`src/rtl/id_issue_queue.sv`:
```
// rtl/id_issue_queue.sv - decode-side issue queue: byte swap, operand forwarding, load-use stall, registered issue stage
// Optional feature macro: ID_PERF_CNT_EN adds saturating perf_stall/perf_issue counters.
module id_issue_queue #(
  parameter int DEPTH      = 4,
  parameter int NFWD       = 2,
  parameter bit SWAP_BYTES = 1'b1
) (
  input  logic             clk,
  input  logic             rst_n,
  input  logic             in_valid,
  output logic             in_ready,
  input  logic [31:0]      in_inst,
  input  logic [31:0]      in_pc,
  input  logic             in_delay,
  input  logic             flush,
  output logic [31:0]      head_inst,
  input  logic             head_rreg1,
  input  logic             head_rreg2,
  output logic [4:0]       ra1,
  output logic [4:0]       ra2,
  input  logic [31:0]      rd1,
  input  logic [31:0]      rd2,
  input  logic [NFWD-1:0]  fwd_wreg,
  input  logic [NFWD-1:0]  fwd_mreg,
  input  logic [5*NFWD-1:0]  fwd_wa,
  input  logic [32*NFWD-1:0] fwd_wd,
  output logic             out_valid,
  input  logic             out_ready,
  output logic [31:0]      out_inst,
  output logic [31:0]      out_pc,
  output logic             out_delay,
  output logic [31:0]      out_src1,
  output logic [31:0]      out_src2,
  output logic             stall_ld
`ifdef ID_PERF_CNT_EN
  ,
  output logic [31:0]      perf_stall,
  output logic [31:0]      perf_issue
`endif
);
  localparam int AW = $clog2(DEPTH);

  logic [31:0]      mem_inst [DEPTH];
  logic [31:0]      mem_pc   [DEPTH];
  logic [DEPTH-1:0] mem_delay;
  logic [AW:0]      wr_ptr, rd_ptr;
  logic             empty, full, push, fire;
  logic [31:0]      in_swapped, head_pc;
  logic             head_delay;
  logic [31:0]      val1, val2, src1, src2;
  logic             ld1, ld2;

  assign empty    = (wr_ptr == rd_ptr);
  assign full     = (wr_ptr[AW] != rd_ptr[AW]) && (wr_ptr[AW-1:0] == rd_ptr[AW-1:0]);
  assign in_ready = ~full;
  assign push     = in_valid & ~full & ~flush;

  assign in_swapped = SWAP_BYTES ? {in_inst[7:0], in_inst[15:8], in_inst[23:16], in_inst[31:24]}
                                 : in_inst;

  assign head_inst  = empty ? 32'h0 : mem_inst[rd_ptr[AW-1:0]];
  assign head_pc    = mem_pc[rd_ptr[AW-1:0]];
  assign head_delay = mem_delay[rd_ptr[AW-1:0]];
  assign ra1        = head_inst[25:21];
  assign ra2        = head_inst[20:16];

  // Scan oldest to youngest so the lowest-index (youngest) match overrides.
  always_comb begin
    val1 = rd1;
    val2 = rd2;
    ld1  = 1'b0;
    ld2  = 1'b0;
    for (int k = NFWD - 1; k >= 0; k--) begin
      if (fwd_wreg[k] && (fwd_wa[5*k +: 5] == ra1) && (ra1 != 5'd0)) begin
        val1 = fwd_wd[32*k +: 32];
        ld1  = fwd_mreg[k];
      end
      if (fwd_wreg[k] && (fwd_wa[5*k +: 5] == ra2) && (ra2 != 5'd0)) begin
        val2 = fwd_wd[32*k +: 32];
        ld2  = fwd_mreg[k];
      end
    end
  end

  assign src1     = (head_rreg1 && (ra1 != 5'd0)) ? val1 : 32'h0;
  assign src2     = (head_rreg2 && (ra2 != 5'd0)) ? val2 : 32'h0;
  assign stall_ld = ~empty & ((head_rreg1 & ld1) | (head_rreg2 & ld2));
  assign fire     = ~empty & ~stall_ld & (~out_valid | out_ready);

  always_ff @(posedge clk or negedge rst_n) begin
    if (!rst_n) begin
      wr_ptr <= '0;
      rd_ptr <= '0;
    end else if (flush) begin
      wr_ptr <= '0;
      rd_ptr <= '0;
    end else begin
      if (push) wr_ptr <= wr_ptr + (AW+1)'(1);
      if (fire) rd_ptr <= rd_ptr + (AW+1)'(1);
    end
  end

  // Storage needs no reset: empty pointers mask stale entries.
  always_ff @(posedge clk) begin
    if (push) begin
      mem_inst[wr_ptr[AW-1:0]]  <= in_swapped;
      mem_pc[wr_ptr[AW-1:0]]    <= in_pc;
      mem_delay[wr_ptr[AW-1:0]] <= in_delay;
    end
  end

  always_ff @(posedge clk or negedge rst_n) begin
    if (!rst_n) begin
      out_valid <= 1'b0;
      out_inst  <= 32'h0;
      out_pc    <= 32'h0;
      out_delay <= 1'b0;
      out_src1  <= 32'h0;
      out_src2  <= 32'h0;
    end else if (flush) begin
      out_valid <= 1'b0;
      out_inst  <= 32'h0;
      out_pc    <= 32'h0;
      out_delay <= 1'b0;
      out_src1  <= 32'h0;
      out_src2  <= 32'h0;
    end else if (fire) begin
      out_valid <= 1'b1;
      out_inst  <= head_inst;
      out_pc    <= head_pc;
      out_delay <= head_delay;
      out_src1  <= src1;
      out_src2  <= src2;
    end else if (out_ready) begin
      out_valid <= 1'b0;
    end
  end

`ifdef ID_PERF_CNT_EN
  always_ff @(posedge clk or negedge rst_n) begin
    if (!rst_n) begin
      perf_stall <= 32'h0;
      perf_issue <= 32'h0;
    end else begin
      if (stall_ld && (perf_stall != 32'hFFFF_FFFF)) perf_stall <= perf_stall + 32'd1;
      if (fire && (perf_issue != 32'hFFFF_FFFF))     perf_issue <= perf_issue + 32'd1;
    end
  end
`endif

endmodule
```
`config.mk`:
```
export PLATFORM = sky130hd
export DESIGN_NAME = id_issue_queue
export DESIGN_NICKNAME = d
export VERILOG_FILES = /design/src/rtl/id_issue_queue.sv
export SDC_FILE = /design/constraint.sdc
export NUM_CORES = 1
export LEC_CHECK = 0
export BUFFER_PORTS_ARGS = -buffer_cell sky130_fd_sc_hd__buf_2
export CORE_ASPECT_RATIO = 1.4
export CORE_MARGIN = 1
export CORE_UTILIZATION = 25
export DETAILED_ROUTE_END_ITERATION = 10
export GPL_ROUTABILITY_DRIVEN = 1
export PLACE_DENSITY_LB_ADDON = 0.2
export SYNTH_ARGS = -nofsm -noshare
export SYNTH_HDL_FRONTEND = slang
export SYNTH_SLANG_ARGS = --single-unit
export TNS_END_PERCENT = 50
```
`constraint.sdc`:
```
create_clock -name clk -period 3.9 [get_ports clk]
set_input_delay 0 -clock clk [delete_from_list [all_inputs] [get_ports clk]]
set_output_delay 0 -clock clk [all_outputs]
set_load 0.02 [all_outputs]
```
**After elaboration in Yosys (flattened, before gate mapping)**

Memories as Yosys holds them, arrays and structs flattened.
Cells that the tools add are included.
Widths: inputs -> output; s select.

- Register bits: 140
- Latch bits: 0
- Bits in writable memories: 256
- Bits in read-only memories: 0
- Input bits: 214
- Word-level logic and storage cells: 89
- Memories: 2

- Add/subtract/negate cells: 2
- Multipliers: 0
- Div/mod/pow operators: 0
- Order comparisons: 3
- Equality and inequality tests: 7
- Shift-type cells: 0
- Muxes and demuxes: 35
- Bitwise logic cells: 14
- Reductions and logical operators: 17

Memory list:

| name | depth | width | rd ports | clocked after Yosys merged registers in | write ports | RTL line | source |
|---|---|---|---|---|---|---|---|
| mem_inst | 4 | 32 | 1 | 0 | 1 | 43 | `logic [31:0] mem_inst [DEPTH];` |
| mem_pc | 4 | 32 | 1 | 0 | 1 | 44 | `logic [31:0] mem_pc [DEPTH];` |

Operator list:

| kind | count |
|---|---|
| $mux 32 | 15 |
| $eq 5x5->1 | 4 |
| $mux 1 | 13 |
| $logic_and 1x1->1 | 12 |
| $mux 3 | 4 |
| $reduce_bool 5->1 | 2 |
| $and 1x1->1 | 7 |
| $add 3x1->3 const B | 2 |
| $lt 2x3->1 const B | 2 |
| $not 1->1 | 5 |
| $bwmux 4 | 1 |
| $reduce_bool 2->1 | 2 |
| $eq 3x3->1 | 1 |
| $reduce_bool 3->1 | 1 |
| $bmux 1 s2 | 1 |
| $demux 1 s2 | 1 |
| $eq 2x2->1 | 1 |
| $ge 2x1->1 const B | 1 |
| $or 1x1->1 | 2 |
| $ne 1x1->1 | 1 |

**Longest topological paths before layout**

- Depth in word-level cells: 15
- Gate-level depth with buffers: 15

**Worst setup path before layout**

OpenSTA, ideal clock, no wires.

- Path type: register to register
- Start point: reg rd_ptr[0]
- End point: reg mem_delay[0], enable pin
- Arrival time: 3222 ps
- Setup slack: 248 ps
- Cell stages (with the launch flop): 10
- Buffers on the path: 3
- Clock period less this slack: 3652 ps
- Cell sequence: dfrtp_1 -> buf_6 -> buf_6 -> xor2_1 -> buf_2 -> nor2_1 -> nand2_1 -> nand2_1 -> nor2_1 -> and2_1

- Word-level cells in the longest chain between the ends: 5

Ends and longest elaborated chain:

| what | RTL line | source |
|---|---|---|
| start: declaration | 46 | `logic [AW:0] wr_ptr, rd_ptr;` |
| start signal: assignment | 99 | `if (fire) rd_ptr <= rd_ptr + (AW+1)'(1);` |
| $eq 2x2->1 | 54 | `assign full = (wr_ptr[AW] != rd_ptr[AW]) && (wr_ptr[AW-1:0] == rd_ptr[AW-1:0]);` |
| $logic_and 1x1->1 | 54 |  |
| $not 1->1 | -- |  |
| via in_ready | 11 | `output logic in_ready,` |
| $and 1x1->1 (2 in series) | 56 | `assign push = in_valid & ~full & ~flush;` |
| end signal: indexed assignment | 108 | `mem_delay[wr_ptr[AW-1:0]] <= in_delay;` |
| end: declaration | 45 | `logic [DEPTH-1:0] mem_delay;` |

The timed path passes the listed nets, and every way through them passes these cells.
A chain may end at the register's enable or synchronous reset.

**Final worst setup path**

- Start point: reg rd_ptr[0]
- End point: reg out_src2[31]

- Word-level cells in the longest chain between the ends: 14
- Elaborated cells on any way between the ends: 36
- Classes of those cells: 5 x eq/ne; 10 x mux; 8 x bitwise; 12 x reduce/logical; 1 x memory

Ends and longest elaborated chain:

| what | RTL line | source |
|---|---|---|
| $mem_v2 4x32 / $eq 3x3->1 (equally long branches) | -- |  |
| $mux 32 | 61 | `assign head_inst = empty ? 32'h0 : mem_inst[rd_ptr[AW-1:0]];` |
| $eq 5x5->1, on equally long branches | 74, 78 |  |
| $logic_and 1x1->1, on equally long branches (2 in series) | 74, 78 |  |
| $mux 1, on equally long branches (2 in series) | 74, 78 |  |
| $and 1x1->1 | 87 | `assign stall_ld = ~empty & ((head_rreg1 & ld1) \| (head_rreg2 & ld2));` |
| $or 1x1->1 | 87 |  |
| $and 1x1->1 | 87 |  |
| $not 1->1 | 88 | `assign fire = ~empty & ~stall_ld & (~out_valid \| out_ready);` |
| $and 1x1->1 (2 in series) | 88 |  |
| $reduce_bool 2->1 (no source line) | -- |  |
| end signal: assignment | 133 | `out_src2 <= src2;` |
| end: declaration | 33 | `output logic [31:0] out_src2,` |

Parallel ways exist; a longest one is shown, timed or not. The select of a mux whose other input is x is not followed.

==> impl_summary.md <==
Timing
The setup TNS after final layout is 0 ns. At the pin with the least slew margin, the transition time is approximately 0.97 ns. The maximum clock frequency is about 270 MHz. The worst-case headroom to the max-slew limit is 35.10%. The final worst clock skew is ~0.018 ns. Final hold analysis gives a worst-case slack of -0.01301 ns. The minimum clock period is ~3.7 ns. The count of final max-slew check failures is 0.

Setup repair after global routing left no endpoint under its margin. The final number of hold-violating endpoints was 1. Setup violations remaining at the end of the flow were counted as 0.

The share of the cycle needed by the critical path after routing is between 90 and 100%.

Power
The power per cell area is 618.6 nW/µm². The worst-case IR drop observed on VDD is around 0.00036 V. The leakage power figure is about 9.8 nW.

Clock network
Counting the buffers created by CTS gives 41. The clock tree synthesis step divided the H-tree into 2 levels. TritonCTS built the clock tree.

The clock root buffer master is clkbuf_16. After clock tree synthesis, the clock-pin slew on the worst setup and hold paths is about 0.06 ns. The deepest clock path buffer count is 3. The number of clock sinks seen by CTS is slightly below 400. The clock network latency to the later pin of the worst-skew pair is around 0.58 ns.

Critical path
Data on the critical path is required at its endpoint by 4.39 ns. The signal on the critical path passes through mux4_2 > or4_1 > nor2_2 > a211oi_1 > o21ai_2 > o2111ai_4 > or4_2 > buf_12 > o2bb2ai_1. The launch point of the worst reg-to-reg path is rd_ptr[0]. The top cell family by delay on the critical path is simple AND/OR/NAND/NOR gates.

The worst register-to-register path has a setup slack of 0.20 ns. The stage delay of the slowest cell on the critical path is roughly 0.67 ns. The maximum fanout along the worst path is 32. The count of cells along the worst register-to-register path is 9. The count of cell instances traversed by the critical path is 9. The capturing instance or port of the critical path is out_src2[31]. The type of the setup path with the least slack is flip-flop to flip-flop.

The worst setup path is captured at a flip-flop. The largest individual stage delay along the critical path comes from the cell or4_2. The endpoint of the lowest-slack register-to-register path is out_src2[31]. The number of buffer and inverter instances along the worst setup path is 1. The worst setup path is launched from a flip-flop. Data on the critical path arrives at its endpoint at between 4 and 5 ns. Tracing the worst setup path back leads to its startpoint at rd_ptr[0].

Outcome
The run finished, with violations left. The final reports fail on negative hold slack.

Drt
The final route contains 12292 vias. The total iterations of the first detailed-routing run is 5. For this run, design rule violations remaining after detail routing come to 0. The final routed wirelength across all metal layers is about 55000 µm. In this run the remaining antenna-violating nets after routing total 0.

For this block, the initial DRC count from the detailed router was roughly 700. In the routed layout, each cell is associated on average with a via count of 4.536. The mean routed wirelength per cell is 20.16 µm.

Synthesis
The mean post-synth cell area is about 15 µm². Counting flops with a built-in enable in the synthesized netlist gives 260. Among all flip-flop cells after synthesis, the most frequent one is edfxtp_1. The distinct cell type count after synthesis is 55. Sequential cells were found to cover between 60% and 70% of the synthesized design area. Yosys printed 0 warnings. The post-synthesis net count is roughly 1400. After synthesis the cells add up to roughly 17000 µm².

Synthesis produced a netlist whose cell count is around 1200. Counting flops and latches in the post-synthesis netlist gives approximately 400. Counting flops with an async set or reset pin after synthesis yields a share of ~34%.

Finish
The relative area change from synthesis to final layout is 38.22%. Once layout is complete, the utilization of the core stands at 34.86%. In the final design database the tool counted 1961 nets.

The post-route netlist has 36.68% of its cells at a drive strength greater than 1.

Floorplanning
In this run the vertical extent of the chip is ~310 µm. The core region is about 69000 µm². The die covers roughly 70000 µm². a little under 400 I/O pins were placed. The initial standard-cell utilization of the core is between 20% and 30%. The width of the die is about 230 µm. The floorplan has ~110 rows.

Global route
Global routing used 15.18% of the available tracks across all layers. Entering global routing, the biggest net connects 91 pins. For this run the aggregate overflow at the end of global routing stands at 0.

The initial antenna violation count is 11. The number of global-route vias before repair came to between 10000 and 15000. The first global-routing pass estimated roughly 81000 µm of wire.

Run
The number of max-cap violations is 0.

Placed design
At the end of routability-driven placement, the weighted congestion stood at 0.7999. The count of buffers added on input and output ports is around 390. The HPWL after detailed placement is 36900 µm.

Min path
The worst hold-check path type is input pin to flip-flop.
==> final cells by class <==
type	instances	area, µm²
antenna	7	17.52
clock buffer	56	1142
clock inverter	20	237.7
fill	6818	44970
inverter	7	26.28
multi-input combinational	662	5748
sequential	396	11220
tap	928	1161
timing repair buffer	634	4514
==> worst min-delay path, cell delays in order <==
cell and delay, ns:
buf_2 0.09, mux2i_1 0.05, o21ai_0 0.24, a22o_1 0.14
==> cells by family (layout without fill, tap and decap cells) <==
family / count (synthesis) / after routing / synth area share [%]
AO/OA/AOI/OAI: 297 / 297 / 11.75
flip-flops: 396 / 396 / 64.39
AND/OR/NAND/NOR: 208 / 208 / 7.143
buffers and inverters: 113 / 717 / 3.076
XOR/XNOR: 18 / 18 / 0.9054
adder cells (fa/ha/maj): 5 / 5 / 0.3593
other: 0 / 7 / 0
multiplexers: 134 / 134 / 12.38
==> power breakdown <==
group / switching (W) / internal [W]
logic: 0.00336 / 0.00227
clock network: 0.00173 / 0.00229
registers: 0.000271 / 0.00497
==> worst min-delay path by stage <==
stage | cells past startpoint | startpoint | end
4_1_cts | 4 | fwd_wd[38] | out_src1[6]
3_5_place_dp | 1 | rst_n | out_src2[18]
5_1_grt | 4 | rd1[14] | out_src1[14]
3_3_place_gp | 1 | rst_n | out_src1[19]
6_report | 4 | fwd_wd[38] | out_src1[6]
2_1_floorplan | 0 | rst_n | out_delay
==> registers in the layout, summed over array words and instances, names as in the netlist <==
name / count
out_valid: 1
mem_pc: 128
out_src1: 32
mem_inst: 128
mem_delay: 4
out_src2: 32
out_inst: 32
out_delay: 1
wr_ptr: 3
out_pc: 32
rd_ptr: 3
==> placed cells by master (no fill, tap or decap), drive strengths merged, types with 2 or more instances in the layout <==
| cell type | n |
|---|---|
| a21oi | 103 |
| o31ai | 4 |
| bufinv | 3 |
| mux4 | 65 |
| nor2 | 42 |
| o311a | 4 |
| xnor2 | 10 |
| or3 | 6 |
| o21ai | 102 |
| o311ai | 2 |
| nand2 | 40 |
| nor4 | 2 |
| nand4b | 2 |
| inv | 9 |
| a211oi | 4 |
| nor2b | 2 |
| or2 | 2 |
| buf | 440 |
| nand3b | 34 |
| xor2 | 8 |
| clkbuf | 56 |
| diode | 7 |
| or4 | 4 |
| nand4 | 6 |
| nand3 | 3 |
| or3b | 30 |
| a2111oi | 2 |
| o32a | 2 |
| and2 | 34 |
| dlygate4sd3 | 194 |
| o2bb2ai | 33 |
| edfxtp | 260 |
| mux2i | 68 |
| ha | 5 |
| a22o | 32 |
| clkinv | 12 |
| dfrtp | 136 |
| clkinvlp | 3 |
==> cells in the mapped netlist, drive strengths merged (6+ instances only) <==
cell type | instances | area, µm²
buf | 47 | 286.5
and2 | 34 | 212.7
or3 | 6 | 37.54
xnor2 | 10 | 87.58
o2bb2ai | 33 | 476.7
or3b | 30 | 262.8
mux4 | 65 | 1464
nor2 | 42 | 160.2
nand2 | 40 | 150.1
xor2 | 8 | 70.07
o21ai | 102 | 514.2
nand3b | 34 | 255.2
clkbuf | 59 | 222.7
edfxtp | 260 | 7807
mux2i | 68 | 680.7
a21oi | 103 | 515.5
a22o | 32 | 280.3
dfrtp | 136 | 3403
inv | 7 | 26.28
nand4 | 6 | 43.79
==> timing repair <==
item / CTS / global route
buffers inserted: 0 / 2
gates resized for setup: 0 / 2
endpoints found under the setup margin: 0 / 42
hold buffers: 194 / 0
endpoints found under the hold margin: 426 / 0
==> metal layers <==
layer  vias to the layer above  GRT usage (%)  share of wire [%]
li1                       5659              -                  -
met3                        93          3.612                6.1
met4                        10          5.736                3.5
met5                         -              0               0.11
met1                      6118          17.49                 40
met2                       412          27.01                 50
==> metrics by stage <==
step | power [W] | hold slack (ns) | cell area (µm²) | setup WS, ns | instances
after global routing | 0.01569 | 0.01673 | 24050 | 0.04713 | 2705
after CTS | 0.01515 | 0.0009570 | 24030 | 0.04214 | 2701
after global placement | 0.01084 | 0.1500 | 20700 | 0.2222 | 2431
after floorplan | 0.008838 | -0.2956 | 17410 | 0.2483 | 1171
after detailed placement | 0.01087 | 0.1646 | 20700 | 0.1312 | 2431
final | 0.01489 | -0.01301 | 24070 | 0.1966 | 2710
(Power assumes the default switching activity.)
